### config.mk
export PLATFORM = sky130hd
export DESIGN_NAME = serial_subtractor_flat
export DESIGN_NICKNAME = d
export VERILOG_FILES = /design/src/rtl/serial_subtractor_pkg.sv /design/src/rtl/serial_subtractor_if.sv /design/src/rtl/serial_subtractor_full_subtractor.sv /design/src/rtl/serial_subtractor.sv /design/src/flat_wrapper.sv
export SDC_FILE = /design/constraint.sdc
export NUM_CORES = 1
export LEC_CHECK = 0
export ABC_AREA = 1
export CORE_ASPECT_RATIO = 2
export CORE_UTILIZATION = 40
export DETAILED_ROUTE_END_ITERATION = 10
export GPL_TIMING_DRIVEN = 0
export PLACE_DENSITY = 0.68
export RECOVER_POWER = 25
export SLEW_MARGIN = 40
export SYNTH_ARGS = -nofsm -noshare
export SYNTH_HDL_FRONTEND = slang
export SYNTH_SLANG_ARGS = --single-unit
### constraint.sdc
create_clock -name clk -period 2.1 [get_ports clk]
set_input_delay 0.63 -clock clk [delete_from_list [all_inputs] [get_ports clk]]
set_output_delay 0.63 -clock clk [all_outputs]
set_load 0.03 [all_outputs]
### src/rtl/serial_subtractor_pkg.sv
// Shared definitions for the bit-serial subtractor: FSM state encoding and default width.
package serial_subtractor_pkg;

   localparam int DEFAULT_WIDTH = 32;

   typedef enum logic [1:0] {
      IDLE = 2'b00,
      RUN  = 2'b01,
      FIN  = 2'b10
   } state_t;

endpackage

### src/rtl/serial_subtractor_if.sv
// Start/done handshake, operand and result bundle between the control unit and the subtractor.
interface serial_subtractor_if
   import serial_subtractor_pkg::*;
#(
   parameter int WIDTH = DEFAULT_WIDTH
);

   logic             start;
   logic [WIDTH-1:0] a;
   logic [WIDTH-1:0] b;
   logic [WIDTH-1:0] d;
   logic             bo;
   logic             v;
   logic             z;
   logic             busy;
   logic             done;

   modport master (
      output start, a, b,
      input  d, bo, v, z, busy, done
   );

   modport slave (
      input  start, a, b,
      output d, bo, v, z, busy, done
   );

endinterface

### src/rtl/serial_subtractor_full_subtractor.sv
// One-bit full subtractor cell: two half subtractors chained, borrows ORed together.
module full_subtractor (
   output logic d,
   output logic bo,
   input  logic a,
   input  logic b,
   input  logic bi
);

   logic half_d;
   logic half_bo;
   logic carry_bo;

   always_comb begin
      half_d   = a ^ b;
      half_bo  = ~a & b;
      carry_bo = ~half_d & bi;
      d        = half_d ^ bi;
      bo       = half_bo | carry_bo;
   end

endmodule

### src/rtl/serial_subtractor.sv
// Bit-serial two's-complement subtractor: D = A - B, one bit per clock, LSB first.
module serial_subtractor
   import serial_subtractor_pkg::*;
#(
   parameter int WIDTH = DEFAULT_WIDTH
) (
   input  logic                clk,
   input  logic                rst,
   serial_subtractor_if.slave  bus
);

   localparam int             CW   = (WIDTH > 1) ? $clog2(WIDTH) : 1;
   localparam logic [CW-1:0]  LAST = CW'(WIDTH - 1);

   state_t           state;
   state_t           state_next;
   logic [WIDTH-1:0] sa;
   logic [WIDTH-1:0] sb;
   logic [WIDTH-2:0] p;
   logic [WIDTH-1:0] final_p;
   logic [CW-1:0]    count;
   logic             borrow;
   logic             diff_bit;
   logic             borrow_next;
   logic             load;
   logic             last_bit;

   full_subtractor u_cell (
      .d  (diff_bit),
      .bo (borrow_next),
      .a  (sa[0]),
      .b  (sb[0]),
      .bi (borrow)
   );

   // Partial difference including the bit produced this cycle; on the last
   // RUN edge this is the complete result.
   assign final_p = {diff_bit, p};

   always_ff @(posedge clk) begin
      if (rst) begin
         state <= IDLE;
      end else begin
         state <= state_next;
      end
   end

   always_comb begin
      state_next = state;
      load       = 1'b0;
      last_bit   = 1'b0;
      bus.busy   = 1'b0;
      bus.done   = 1'b0;
      case (state)
         IDLE: begin
            if (bus.start) begin
               load       = 1'b1;
               state_next = RUN;
            end
         end
         RUN: begin
            bus.busy = 1'b1;
            if (count == LAST) begin
               last_bit   = 1'b1;
               state_next = FIN;
            end
         end
         FIN: begin
            bus.done = 1'b1;
            if (bus.start) begin
               load       = 1'b1;
               state_next = RUN;
            end else begin
               state_next = IDLE;
            end
         end
         default: state_next = IDLE;
      endcase
   end

   // Result registers only change on the final RUN edge, so they hold steady
   // while the next operation is being computed. The MSB's borrow-in is the
   // current borrow on that edge, giving overflow as borrow-in XOR borrow-out.
   always_ff @(posedge clk) begin
      if (rst) begin
         sa     <= '0;
         sb     <= '0;
         p      <= '0;
         count  <= '0;
         borrow <= 1'b0;
         bus.d  <= '0;
         bus.bo <= 1'b0;
         bus.v  <= 1'b0;
         bus.z  <= 1'b0;
      end else if (load) begin
         sa     <= bus.a;
         sb     <= bus.b;
         count  <= '0;
         borrow <= 1'b0;
      end else if (state == RUN) begin
         sa     <= sa >> 1;
         sb     <= sb >> 1;
         p      <= final_p[WIDTH-1:1];
         borrow <= borrow_next;
         count  <= count + 1'b1;
         if (last_bit) begin
            bus.d  <= final_p;
            bus.bo <= borrow_next;
            bus.v  <= borrow ^ borrow_next;
            bus.z  <= (final_p == '0);
         end
      end
   end

endmodule

### src/flat_wrapper.sv
// flat-port wrapper written by rule: the top's interface ports become plain ports
module serial_subtractor_flat import serial_subtractor_pkg::*;
#(
   parameter int WIDTH = DEFAULT_WIDTH
)
  (clk, rst, bus_start, bus_a, bus_b, bus_d, bus_bo, bus_v, bus_z, bus_busy, bus_done);
  serial_subtractor_if #(.WIDTH(WIDTH)) bus_i ();
  input  logic clk;
  input  logic rst;
  input wire logic [$bits(bus_i.start)-1:0] bus_start;
  input wire logic [$bits(bus_i.a)-1:0] bus_a;
  input wire logic [$bits(bus_i.b)-1:0] bus_b;
  output wire logic [$bits(bus_i.d)-1:0] bus_d;
  output wire logic [$bits(bus_i.bo)-1:0] bus_bo;
  output wire logic [$bits(bus_i.v)-1:0] bus_v;
  output wire logic [$bits(bus_i.z)-1:0] bus_z;
  output wire logic [$bits(bus_i.busy)-1:0] bus_busy;
  output wire logic [$bits(bus_i.done)-1:0] bus_done;
  assign bus_i.start = bus_start;
  assign bus_i.a = bus_a;
  assign bus_i.b = bus_b;
  assign bus_d = bus_i.d;
  assign bus_bo = bus_i.bo;
  assign bus_v = bus_i.v;
  assign bus_z = bus_i.z;
  assign bus_busy = bus_i.busy;
  assign bus_done = bus_i.done;
  serial_subtractor #(.WIDTH(WIDTH)) u_core (.clk(clk), .rst(rst), .bus(bus_i));
endmodule
# Word level (Yosys, flattened, before mapping)
# Index checks and enable logic that the tools add are counted.
totals:
  regBits: 138
  latch_bits: 0
  ramBits: 0
  mem_bits_ro: 0
  inputBits: 67
  output_inout_bits: 37
  elab_cells: 47
  n_memories: 0
op_classes:
  addsub: 1
  mul: 0
  n_div: 0
  n_lt_le_gt_ge: 0
  eq_ne: 5
  n_shift: 0
  n_mux: 14
  n_bitwise: 9
  n_reduce_logical: 8
ops:
  columns: ["operator", "n"]
  rows:
  - ["32-bit 2-to-1 mux", 4]
  - ["32-bit zero test", 1]
  - ["1-bit 2-to-1 mux", 7]
  - ["2-bit case mux with 3 select lines", 1]
  - ["5-bit by 1-bit adder with 5-bit output (second input constant)", 1]
  - ["5-bit equality test (second input constant)", 1]
  - ["2-bit 2-to-1 mux", 2]
  - ["2-bit AND reduction", 2]
  - ["2-bit OR reduction", 2]
  - ["1-bit inverter", 3]
  - ["3-bit AND reduction", 1]
  - ["1-bit bitwise XOR", 3]
  - ["1-bit AND", 2]
  - ["2-bit by 1-bit equality test with 1-bit output (second input constant)", 1]
  - ["2-bit equality test (second input constant)", 1]
  - ["2-bit zero test", 1]
  - ["2-bit by 1-bit inequality test with 1-bit output (second input constant)", 1]
  - ["2-bit inequality test (second input constant)", 1]
  - ["2-bit nonzero test", 1]
  - ["1-bit OR", 1]

# Depth between registers and ports, before layout
# Gate-level depths: netlist of the first run.
depth:
  ltp_word: 5
  mapped_depth: 11
  mapped_depth_nobuf: 10

# Hierarchy
# A second synthesis of the first run with hierarchy kept.
hier_totals:
  hier_cells: 697
  hier_area_um2: 5392.7
modules_own_cells:
  columns: ["mod", "n_inst", "cells_each", "area_each_um2", "seq_area_each_um2"]
  rows:
  - ["serial_subtractor", 1, 693, 5361.4, 2762.6]
  - ["full_subtractor", 1, 4, 31.3, 0.0]

# Worst setup path after synthesis of the first run
# OpenSTA, ideal clock, no wires.
synth_path:
  path_kind: "register to output"
  from: "register u_core.state[0]"
  to: "output port bus_busy"
  arrival_time_ns: 0.982
  setup_slack_ns: 0.488
  path_stages_with_launch: 5
  cell_sequence: "dfxtp_1 -> inv_2 -> nor2_1 -> buf_4 -> buf_2"
synth_between:
  elab_chain_len: 2
synth_lines:
  columns: ["item", "line_no", "text"]
  rows:
  - ["start: declaration", "serial_subtractor.sv:15", "state_t state;"]
  - ["start signal: assignment", "serial_subtractor.sv:44", "state <= state_next;"]
  - ["2-bit by 1-bit equality test with 1-bit output", "serial_subtractor.sv:54", "case (state)"]
  - ["1-bit 2-to-1 mux", "serial_subtractor.sv:54", null]
  - ["end: declaration", "flat_wrapper.sv:17", "output wire logic [$bits(bus_i.busy)-1:0] bus_busy;"]
# No other way between the ends.

# Final worst setup path of the first run
layout_path:
  from: "register u_core.bus.v"
  to: "output port bus_v"
layout_rtl:
  columns: ["item", "line_no", "text"]
  rows:
  - ["start: declaration", "serial_subtractor_if.sv:25", "output d, bo, v, z, busy, done"]
  - ["start signal: assignment", "serial_subtractor.sv:109", "bus.v <= borrow ^ borrow_next;"]
  - ["end: declaration", "flat_wrapper.sv:15", "output wire logic [$bits(bus_i.v)-1:0] bus_v;"]
# No word-level cell between the ends.

==> flow_summary.yaml, run 1 <==
yosys:
  synthArstFlopShare: 0
  post-synth-top-area-cell: "dfxtp_1"
  synth_ff_type: "dfxtp_1"
  ys_seq_elements: 138
  syn_avg_cell_area_um2: 7.76
  synth_cell_type_count: 29
  synthTopCellsByArea: "dfxtp_1, o21ai_0, nand2_1"
  yosysSeqAreaShare: 0.511
  yosys_warnings: 0
  synth_top_area_share: 0.511
  synth_edf_count: 0
  syn-num-nets: 767
  syn_inst: 697
  syn-cell-area_mm2: 0.00541
drt:
  ant_nets: 0
  finalWirelength_um: 15700
  wl_per_cell_um: 16.0
  drc_errors: 12
  drtPass1Iterations: 7
  via_count: 5213
  via_per_inst: 5.31
  drt-initial-drc-count: 308
cts:
  cts_root_buffer: "clkbuf_16"
  path_clk_slew_ns: 0.06
  clock_path_buffers: 2
  hold_buffers: 0
  cts_buffers: 17
  clk_latency_ns: 0.42
  cts_num_sinks: 138
  htree_levels: 4
  cts_tree: "yes"
floorplan:
  rows: 59
  core_mm2: 0.0131
  dieArea_mm2: 0.0140
  chipHeight_um: 166
  start_util: 0.414
  die-width_um: 84.2
  num_io_pins: 104
critical_path:
  path_delay_family: "buffers and inverters"
  worstPathMaxFanout: 2
  crit_required_ns: 1.47
  path_buf_inv: 1
  worstPathCellList: "clkdlybuf4s50_1"
  critical_path_class: "flop to output pin"
  slowest_delay_ns: 0.69
  worstSetupEndpointType: "output pin"
  slowest_stage: "clkdlybuf4s50_1"
  worstPathArrival_ns: 1.45
  critPathLaunchType: "flop"
timing:
  grt_setup_unrepaired: "no"
  setup_viol: 0
  clock_skew_ns: 0.00653
  maxSlewViolCount: 0
  min_period_ns: 2.08
  hold_viol_final: 0
  fmax_mhz: 481
  tightest_slew_ns: 0.642
  period_share: 0.991
  slew_headroom: 0.572
  setup_ws_ns: 0.0196
place:
  post-dp-hpwl_um: 11600
  io_buffers: 103
  pre_cts_slack_ns: -0.372
  place_congestion: 0.866
power:
  ir_worst_vdd_mv: 0.627
  leakagePower_nw: 2.76
  intPower_mw: 4.95
  switchingPower_mw: 1.68
  power.density_mw_per_mm2: 921
  clkPwrFrac: 0.445
  total_power_mw: 6.62
  sw_frac_of_total: 0.253
  p_comb_frac: 0.118
  pwr-share-seq: 0.437
final_layout:
  final_util: 0.550
  antennaDiodeCount: 0
  final_layout_size_suffix_gt1_frac: 0.0819
  area_growth_pct: 32.9
  nets: 888
  num-fill-cells: 1227
global_routing:
  grt_first_pass_wirelength_um: 24900
  track_usage: 0.228
  grt_overflow: 0
  grt_pass1_vias: 5246
  antenna_found_initial: 0
  grt_max_degree: 20
flow_run:
  max_cap_violations: 0
worst_hold_path:
  hold_class: "flop to flop"
run_status:
  status: "complete, but fails checks"
  violations: "design-rule violations"
-- final cells by class --
cell class / count / area, um2 / share of cell area
multi-input combinational: 457 / 2210 / 0.307
tap: 152 / 190 / 0.0265
inverter: 51 / 191 / 0.0266
timing repair buffer: 103 / 995 / 0.138
clock buffer: 20 / 467 / 0.0649
clock inverter: 11 / 121 / 0.0169
sequential: 138 / 2760 / 0.385
buffer: 50 / 253 / 0.0352
-- power groups by stage --
stage	combinational [mW]	clock [mW]	sequential, mW
floorplan	0.481	0	2.92
global placement	0.759	0	2.93
detailed placement	0.778	0	2.94
CTS	0.784	2.95	2.89
global route	0.866	3.09	2.91
finish	0.784	2.94	2.89
-- sequential cells by signal (all words and copies together), names as in the netlist, 2 cells and up --
| signal | cells |
|---|---|
| u_core.bus.d | 32 |
| u_core.sb | 32 |
| u_core.sa | 32 |
| u_core.state | 2 |
| u_core.p | 31 |
| u_core.count | 5 |
-- cells in the final DEF (no fill, tap or decap), types with 3 or more instances in the layout --
cell,Yosys,layout
nand2_1,132,134
clkbuf_16,0,17
clkinv_2,0,4
a21oi_1,85,85
clkbuf_8,0,3
buf_6,2,4
dfxtp_1,138,137
clkdlybuf4s50_1,0,94
nand3_1,20,19
buf_1,4,4
buf_2,17,15
inv_2,6,5
a221oi_1,8,8
nor2_1,53,51
buf_4,5,5
inv_1,44,45
clkinv_4,0,3
a211oi_1,23,23
clkbuf_1,23,27
o21ai_0,120,120
-- cells by family (layout without fill, tap and decap cells) --
kind of cell,after synthesis,after routing,share of synthesized area
buffers and inverters,102,235,0.0810
AND/OR/NAND/NOR,213,213,0.158
adder cells (fa/ha/maj),3,3,0.00833
AO/OA/AOI/OAI,240,240,0.241
flip-flops,138,138,0.511
XOR/XNOR,1,1,0.00162
-- final timing paths --
check	start	endpoint	slack (ns)	cells past startpoint
max	u_core.bus.v$_SDFFE_PP0P_	bus_v	0.02	1
max reg2reg	u_core.count[0]$_SDFFE_PP0N_	u_core.bus.d[8]$_SDFFE_PP0P_	0.18	9
min	u_core.bus.d[3]$_SDFFE_PP0P_	u_core.bus.d[3]$_SDFFE_PP0P_	0.46	2
min reg2reg	u_core.bus.d[3]$_SDFFE_PP0P_	u_core.bus.d[3]$_SDFFE_PP0P_	0.46	2
-- what timing repair did --
action,CTS,global route
endpoints found under the setup margin,8,22
gates resized for setup,14,13
setup buffers,0,0
-- routing by layer --
metal,share of wire,routed length [um],global-route usage
met5,0,0,0
met4,0.035,552,0.124
met3,0.041,643,0.0431
met2,0.56,8740,0.431
met1,0.37,5740,0.228
-- per-stage QoR --
step	hold slack (ns)	TNS, ns	instances	instance area (um2)
2_1_floorplan	0.430	0	697	5410
3_3_place_gp	0.442	-5.75	952	6630
3_5_place_dp	0.454	-6.05	952	6630
4_1_cts	0.463	0	982	7220
5_1_grt	0.477	0	982	7190
6_report	0.459	0	982	7190
-- cell usage after synthesis, types with 2 or more instances --
cell type and instances:
dfxtp_1 138, nand2_1 132, o21ai_0 120, a21oi_1 85, nor2_1 53, inv_1 44
a211oi_1 23, clkbuf_1 23, nand3_1 20, buf_2 17, a221oi_1 8, inv_2 6
buf_4 5, buf_1 4, buf_6 2, ha_1 2, nand2_4 2, nor3_1 2
(Power assumes the default switching activity.)
==> run 2: changes to the inputs <==
--- a/config.mk
+++ b/config.mk
@@ -9,8 +9,7 @@
 export CORE_ASPECT_RATIO = 2
 export CORE_UTILIZATION = 40
 export DETAILED_ROUTE_END_ITERATION = 10
-export GPL_TIMING_DRIVEN = 0
-export PLACE_DENSITY = 0.68
+export GPL_TIMING_DRIVEN = 1
 export RECOVER_POWER = 25
 export SLEW_MARGIN = 40
 export SYNTH_ARGS = -nofsm -noshare
==> run 2 against run 1 <==
Effect of this change: the run still ends with design-rule violations left; setup slack improved by 0.032 ns; sequential share of layout area barely moved; combinational power fell by 7.7%; flip-flop and latch count did not move; critical path type unchanged; highest routed layer unchanged.
==> flow_summary.yaml, run 2 (synthesis gave the netlist of run 1 again) <==
final_layout:
  instances_no_fill: 952
  mostFrequentLayoutCell: "dfxtp_1"
  antennaDiodeCount: 0
  num-fill-cells: 1257
  final_cell_mix: "dfxtp_1, nand2_1, o21ai_0, clkdlybuf4s50_1, a21oi_1"
  nets: 859
  regArea_mm2: 0.00276
  multi_input_area_mm2: 0.00221
  reg.largest.list: "u_core.bus.d (32), u_core.sa (32), u_core.sb (32)"
  final_layout_size_suffix_gt1_frac: 0.0763
  area_growth_pct: 32.9
cts:
  post_cts_buffers: 0
  clock_path_buffers: 2
  cts_tree: "yes"
  path_clk_slew_ns: 0.06
  cts_root_buffer: "clkbuf_16"
  htree_levels: 4
  clk_latency_ns: 0.41
  cts_num_sinks: 138
  hold_buffers: 0
  cts_buffers: 17
  cts_resized: 3
power:
  intPower_mw: 5.26
  clkPwrFrac: 0.474
  p_comb_frac: 0.105
  pwr-share-seq: 0.421
  ir_worst_vdd_mv: 0.775
  sw_frac_of_total: 0.234
  total_power_mw: 6.86
  power.density_mw_per_mm2: 955
  switchingPower_mw: 1.61
  leakagePower_nw: 2.85
critical_path:
  slowest_stage: "clkdlybuf4s50_1"
  critical_path_class: "flop to output pin"
  path_delay_family: "buffers and inverters"
  crit_start: "u_core.bus.d[25]$_SDFFE_PP0P_"
  worstSetupEndpointType: "output pin"
  reg2reg_slack_ns: 0.18
  worstPathArrival_ns: 1.42
  slowest_delay_ns: 0.68
  reg2reg_from: "u_core.count[0]$_SDFFE_PP0N_"
  crit_required_ns: 1.47
  worstPathMaxFanout: 2
  worstPathCellList: "clkdlybuf4s50_1"
  path_buf_inv: 1
  critPathLaunchType: "flop"
place:
  pre_cts_slack_ns: 0.147
  post-dp-hpwl_um: 9680
  io_buffers: 103
  dp_cells: 922
  place_congestion: 0.834
global_routing:
  grt_use_met3: 0.0461
  track_usage: 0.204
  grt_max_degree: 43
  grt_first_pass_wirelength_um: 22800
  antenna_found_initial: 0
  met1_usage: 0.220
  met2_usage: 0.379
  grt_pass1_vias: 4842
  grt_overflow: 0
  top_usage_layer: "met2"
timing:
  hold_viol_final: 0
  fin_tns_setup_ns: 0
  maxSlewViolCount: 0
  fmax_mhz: 488
  clock_skew_ns: 0.00804
  tightest_slew_ns: 0.642
  slew_headroom: 0.572
  setup_ws_ns: 0.0512
  period_share: 0.976
  min_period_ns: 2.05
  grt_setup_unrepaired: "no"
  setup_viol: 0
drt:
  drc_errors: 10
  wl_per_cell_um: 14.4
  ant_nets: 0
  via_count: 4896
  drtPass1Iterations: 7
  via_per_inst: 5.14
  finalWirelength_um: 13700
  drt-initial-drc-count: 237
floorplan:
  dieArea_mm2: 0.0140
  die-width_um: 84.2
  chipHeight_um: 166
  core_mm2: 0.0131
  num_io_pins: 104
  start_util: 0.414
  rows: 59
worst_hold_path:
  hold_class: "flop to flop"
  hp-start: "u_core.bus.d[0]$_SDFFE_PP0P_"
flow_run:
  max_cap_violations: 0
run_status:
  status: "complete, but fails checks"
  violations: "design-rule violations"
[run 2: final timing paths]
check	cells past startpoint	end
setup reg to reg	11	u_core.bus.z$_SDFFE_PP0P_
hold / removal	2	u_core.bus.d[0]$_SDFFE_PP0P_
hold reg to reg	2	u_core.bus.d[0]$_SDFFE_PP0P_
setup / recovery	1	bus_d[25]
[run 2: per-stage QoR]
stage | cell area (um2) | utilization | hold slack [ns]
after floorplan | 5410 | - | 0.430
after global placement | 6570 | 0.502 | 0.440
after detailed placement | 6570 | 0.502 | 0.448
after CTS | 7210 | 0.552 | 0.457
after global routing | 7190 | 0.550 | 0.485
final | 7190 | 0.550 | 0.462
[run 2: cell type report]
type / count / share of cell area
flip-flops and latches: 138 / 0.384
multi-input cells: 457 / 0.307
repair buffers: 124 / 0.165
clock buffers: 19 / 0.0630
clock inverters: 11 / 0.0272
inverters: 51 / 0.0266
well taps: 152 / 0.0265
[run 2: power groups by stage]
stage | Combinational, mW | Clock (mW) | Sequential (mW)
finish | 0.724 | 3.25 | 2.89
global route | 0.825 | 3.43 | 2.91
CTS | 0.748 | 3.31 | 2.89
detailed placement | 0.745 | 0 | 2.94
global placement | 0.730 | 0 | 2.94
floorplan | 0.481 | 0 | 2.92
[run 2: routing by layer]
metal  routed length, um  vias up
met1                5480     2257
li1                    -     2509
met2                7460      109
met3                 413       21
met5                   0        -
met4                 323        0
[run 2: tightest hold or removal path: stages (launching register included)]
cell and delay [ns]:
dfxtp_1 0.30, nand2_1 0.06, a21oi_1 0.05
==> run 3: changes to the inputs <==
--- a/config.mk
+++ b/config.mk
@@ -5,7 +5,6 @@
 export SDC_FILE = /design/constraint.sdc
 export NUM_CORES = 1
 export LEC_CHECK = 0
-export ABC_AREA = 1
 export CORE_ASPECT_RATIO = 2
 export CORE_UTILIZATION = 40
 export DETAILED_ROUTE_END_ITERATION = 10
@@ -14,4 +13,5 @@
 export SLEW_MARGIN = 40
 export SYNTH_ARGS = -nofsm -noshare
 export SYNTH_HDL_FRONTEND = slang
+export SYNTH_HIERARCHICAL = 1
 export SYNTH_SLANG_ARGS = --single-unit
==> run 3 against run 2 <==
Effect of this change: the flow still finishes with violations (design-rule violations); flip-flop and latch count is the same; fmax rose by 0.13%; critical endpoint is now bus_d[22]; global-route usage is 1.2 points lower; register-to-register slack better by 0.11 ns; setup slack improved by 0.0027 ns; core utilization increased by 0.33 points; total power down 1.5%; combinational power decreased by 15%.
==> flow_summary.yaml, run 3 <==
yosys:
  synthArstFlopShare: 0
  synthTopCellsByArea: "dfxtp_1, nand2_1, a311oi_1"
  ys_seq_elements: 138
  syn-num-nets: 745
  synth_simple_gate_area_frac: 0.251
  syn-cell-area_mm2: 0.00537
  synthTopCellsByCount: "nand2_1, dfxtp_1, a21oi_1"
  post-synth-top-area-cell: "dfxtp_1"
  yosysMostFrequentCell: "nand2_1"
  synth-xor-area-share: 0.00489
  synth_ff_type: "dfxtp_1"
  yosys_warnings: 6
  synth_cell_type_count: 31
  synth_top_area_share: 0.514
  syn_avg_cell_area_um2: 7.96
  yosysSeqAreaShare: 0.514
  synth_top_family_by_area: "simple AND/OR/NAND/NOR gates"
  syn_inst: 675
  synth_adder_area_share: 0.00839
  synth_edf_count: 0
  synth_compound_area_frac: 0.166
  synth_mux_area_frac: 0.00186
place:
  pre_cts_slack_ns: 0.0548
  place_congestion: 0.806
  post-dp-hpwl_um: 8480
  io_buffers: 103
critical_path:
  worstSetupEndpointType: "output pin"
  worstPathCellList: "clkdlybuf4s50_1"
  slowest_stage: "clkdlybuf4s50_1"
  worstPathArrival_ns: 1.42
  path_delay_family: "buffers and inverters"
  worstPathMaxFanout: 2
  critical_path_class: "flop to output pin"
  crit_required_ns: 1.47
  reg2reg_slack_ns: 0.29
  slowest_delay_ns: 0.67
  critPathLaunchType: "flop"
  path_buf_inv: 1
drt:
  drt-initial-drc-count: 240
  via_count: 4875
  via_per_inst: 5.29
  top_layer: "met4"
  wl_per_cell_um: 14.2
  wl_met3_um: 480
  wl_met2_um: 6980
  drc_errors: 13
  drtPass1Iterations: 7
  ant_nets: 0
  finalWirelength_um: 13100
  wl_met1_um: 5370
flow_run:
  max_cap_violations: 0
timing:
  fmax_mhz: 489
  min_period_ns: 2.05
  setup_viol: 0
  setup_ws_ns: 0.0539
  fin_tns_setup_ns: 0
  clock_skew_ns: 0.00702
  tightest_slew_ns: 0.511
  maxSlewViolCount: 0
  grt_setup_unrepaired: "no"
  slew_headroom: 0.660
  period_share: 0.974
  hold_viol_final: 0
final_layout:
  num-fill-cells: 1238
  area_growth_pct: 34.6
  final_layout_size_suffix_gt1_frac: 0.0688
  reg.largest.list: "u_core/bus.d (32), u_core/sa (32), u_core/sb (32)"
  mostFrequentLayoutCell: "nand2_1"
  nets: 827
  final_cell_mix: "nand2_1, dfxtp_1, clkdlybuf4s50_1, a21oi_1, nor2_1"
  antennaDiodeCount: 0
power:
  total_power_mw: 6.76
  power.density_mw_per_mm2: 935
  ir_worst_vdd_mv: 0.559
  leakagePower_nw: 2.57
floorplan:
  rows: 59
  dieArea_mm2: 0.0139
  die-width_um: 83.9
  num_io_pins: 104
  chipHeight_um: 166
  core_mm2: 0.0131
  start_util: 0.411
global_routing:
  grt_pass1_vias: 4673
  grt_overflow: 0
  grt_max_degree: 101
  antenna_found_initial: 0
  grt_first_pass_wirelength_um: 21500
  track_usage: 0.192
worst_hold_path:
  hold_class: "flop to flop"
cts:
  clock_path_buffers: 2
  post_cts_buffers: 0
  path_clk_slew_ns: 0.06
  cts_buffers: 17
  clk_latency_ns: 0.41
  cts_num_sinks: 138
  htree_levels: 4
  cts_tree: "yes"
  cts_root_buffer: "clkbuf_16"
run_status:
  status: "complete, but fails checks"
  violations: "design-rule violations"
run 3: cell types whose count changed after synthesis, sizes merged, moves of 14 or more:
cell    previous run  this run
a311oi             0        46
o21ai            120         1
a21oi             85        71
nand2            135       227
o22ai              0        14
nand3             20         4
a211oi            23         1
nor3               2        29
inv               50         4
run 3: layer usage:
metal  vias up  track usage
met5         -            0
met4         0       0.0742
met3        12       0.0472
met2       123        0.339
met1      2265        0.220
li1       2475            -
run 3: stage by stage:
stage	utilization	area, um2	cells	hold slack (ns)
2_1_floorplan	-	5370	675	0.441
3_3_place_gp	0.503	6570	890	0.444
3_5_place_dp	0.503	6570	890	0.446
4_1_cts	0.553	7230	922	0.454
5_1_grt	0.553	7230	922	0.470
6_report	0.553	7230	922	0.452
run 3: worst paths after layout:
| check | start | to | depth (start not counted) |
|---|---|---|---|
| setup reg to reg | u_core/borrow$_SDFFE_PP0P_ | u_core/bus.z$_SDFFE_PP0P_ | 5 |
| hold / removal | u_core/bus.bo$_SDFFE_PP0P_ | u_core/bus.bo$_SDFFE_PP0P_ | 2 |
| hold reg to reg | u_core/bus.bo$_SDFFE_PP0P_ | u_core/bus.bo$_SDFFE_PP0P_ | 2 |
| setup / recovery | u_core/bus.d[22]$_SDFFE_PP0P_ | bus_d[22] | 1 |
run 3: final cells by class:
class                   count  area (um2)  area share
repair buffers            120        1270       0.176
multi-input cells         476        2330       0.322
well taps                 152         190      0.0263
flip-flops and latches    138        2760       0.382
inverters                   4        15.0     0.00208
clock inverters            15         236      0.0327
clock buffers              17         425      0.0588
run 3: cells by family after synthesis:
| logic type | count (synthesis) |
|---|---|
| simple gates | 332 |
| flops | 138 |
| compound gates | 137 |
| buf+inv | 61 |
| xor+xnor | 3 |
| fa+ha+maj | 3 |
| mux | 1 |
run 3: repair_timing:
item	4_1_cts	5_1_grt
setup endpoints to repair	1	3
gates resized for setup	1	3
hold buffers	0	0
pin swaps	0	0
run 3: where the power goes:
part / leakage (nW) / switching, mW / total (mW) / internal [mW]
combinational: 1.13 / 0.334 / 0.619 / 0.285
sequential: 1.13 / 0.0652 / 2.81 / 2.74
clock: 0.313 / 1.20 / 3.34 / 2.14
total: 2.57 / 1.60 / 6.76 / 5.16
==> RTL edit (settings of run 2) <==
The package constant `DEFAULT_WIDTH` goes from 32 to 64.
--- a/src/rtl/serial_subtractor_pkg.sv
+++ b/src/rtl/serial_subtractor_pkg.sv
@@ -1,7 +1,7 @@
 // Shared definitions for the bit-serial subtractor: FSM state encoding and default width.
 package serial_subtractor_pkg;
 
-   localparam int DEFAULT_WIDTH = 32;
+   localparam int DEFAULT_WIDTH = 64;
 
    typedef enum logic [1:0] {
       IDLE = 2'b00,
Ports: changed (resized bus_a, bus_b and bus_d); port bits go from 104 to 200. No check against the original RTL was run, so the function may have changed too.
==> RTL edit against run 2 <==
- synthesized area is 95% higher
- total power up 75%
- register-to-register slack improved by 0.05 ns
- critical path depth rose by 1
- sequential share of layout area rose by 0.25 points
- wire length increased by 100%
- synthesized cell count grew 96%
- cell area grew 92%
- global-route usage rose by 0.36 points
- clock skew grew 0.011 ns
- sequential cell count increased by 129
- die area grew 93%
- fmax grew 1.6%
- setup slack gained 0.032 ns
- critical path type unchanged
==> RTL edit: results (changes against run 2) <==
{| class="wikitable"
! Metric !! Value
|-
| GR Util met3 || 0.03504 (-0.01104)
|-
| Number of cells produced by synthesis || 1,369 (+96%)
|-
| Worst hold path startpoint || u_core.sb[38]$_SDFFE_PP0P_
|-
| Worst hold endpoint || u_core.sb[38]$_SDFFE_PP0P_
|-
| Detailed Route Iter0 Violations || 618 (+160%)
|-
| Wire length of the first global-routing pass || 45.05 mm (+98%)
|-
| Leak Pwr || 5.551 nW (+95%)
|-
| Depth of the most critical reg-to-reg path || 8 (-3)
|-
| Fin Hold WS || 0.4614 ns (-0.0009070 ns)
|-
| Seq group || 5.59 mW (+93%)
|-
| Via total after detailed routing || 9,494 (+94%)
|-
| Final #Nets || 1,664 (+94%)
|-
| Compound-Gate Fraction of Synth Area || 0.2324 (-0.008196)
|-
| Routing usage on met2 || 0.3872 (+0.008373)
|-
| Worst path slowest cell || dfxtp_1
|-
| Detailed-placement wirelength estimate || 18.60 mm (+92%)
|-
| Number of nets in the synthesized netlist || 1,502 (+96%)
|-
| Largest fanout on the critical path || 3 (+1)
|-
| Count of port buffers added during placement || 199 (+93%)
|-
| Switching Fraction || 0.2482 (+0.01426)
|-
| Combinational cell power || 1.53 mW (+110%)
|-
| Wire length per cell || 14.45 µm (+0.57%)
|-
| Vias in the first global route || 9,408 (+94%)
|-
| Arrival time at the worst endpoint || 1.39 ns (-0.03 ns)
|-
| Worst vdd ir || 689.2 µV (-11%)
|-
| Most common library cells after synthesis || 289 x nand2_1, 267 x dfxtp_1, 206 x o21ai_0
|-
| Share of post-route cells with drive strength above 1 || 0.07553 (-0.0007174)
|-
| Net switching power of the design || 2.985 mW (+86%)
|-
| Total routed wire length on the met1 layer || 10.63 mm (+94%)
|-
| Drt first pass iters || 5 (-2)
|-
| Max Clock Freq || 495.8 MHz (+1.6%)
|-
| Registers with the highest flip-flop counts || u_core.bus.d (64), u_core.sa (64), u_core.sb (64)
|-
| WL met3 || 1.181 mm (+190%)
|-
| Category of cells accounting for the largest share of critical-path delay || flip-flops
|-
| GRT Total Usage || 0.2074 (+0.003645)
|-
| H-tree depth reported by CTS || 1 (-3)
|-
| Longest Clk Path Bufs || 3 (+1)
|-
| Critical register-to-register path endpoint || u_core.sb[36]$_SDFFE_PP0P_
|-
| Number of placed instances, taps included || 1,844 (+100%)
|-
| Max incr delay on CP || 0.47 ns (-0.21 ns)
|-
| Routability cong. || 0.8005 (-4.0%)
|-
| Biggest area contributors in the synthesized netlist || dfxtp_1 51%, nand2_1 10%, o21ai_0 9.8%
|-
| Setup slack of the most critical reg-to-reg path || 0.23 ns (+0.05 ns)
|-
| Number of CTS-inserted buffers || 25 (+8)
|-
| Outcome || complete, no violations
|}
==> RTL edit: cell count changes in the layout (fill, tap and decap cells not counted), sizes merged, moves of 6 or more <==
cell                  run 2  this run
inv                      50        88
clkdlybuf4s50            93       128
dfxtp                   138       267
nand3                    20        44
nand2                   135       291
o21ai                   120       241
buf                      17        41
nor3                      2         8
nor2                     54       119
clkbuf                   25        40
dlygate4sd2               3        67
a21oi                    85       144
a221oi                    8        33
==> RTL edit: cells by family (layout without fill, tap and decap cells) <==
group | Yosys count | in the layout
DFF | 267 | 267
xor gates and xnor gates | 2 | 2
adders and majority gates | 2 | 2
buffers and inverters | 194 | 374
AOI/OAI and AO/OA | 439 | 439
other | 0 | 1
and+or+nand+nor | 465 | 465
==> RTL edit: cell type report <==
class	instances	area share
antenna	1	0.0001811
clock inverter	9	0.01123
multi-input combinational	908	0.3147
inverter	87	0.02418
clock buffer	36	0.05334
tap	340	0.03079
sequential	267	0.3869
timing repair buffer	242	0.1787
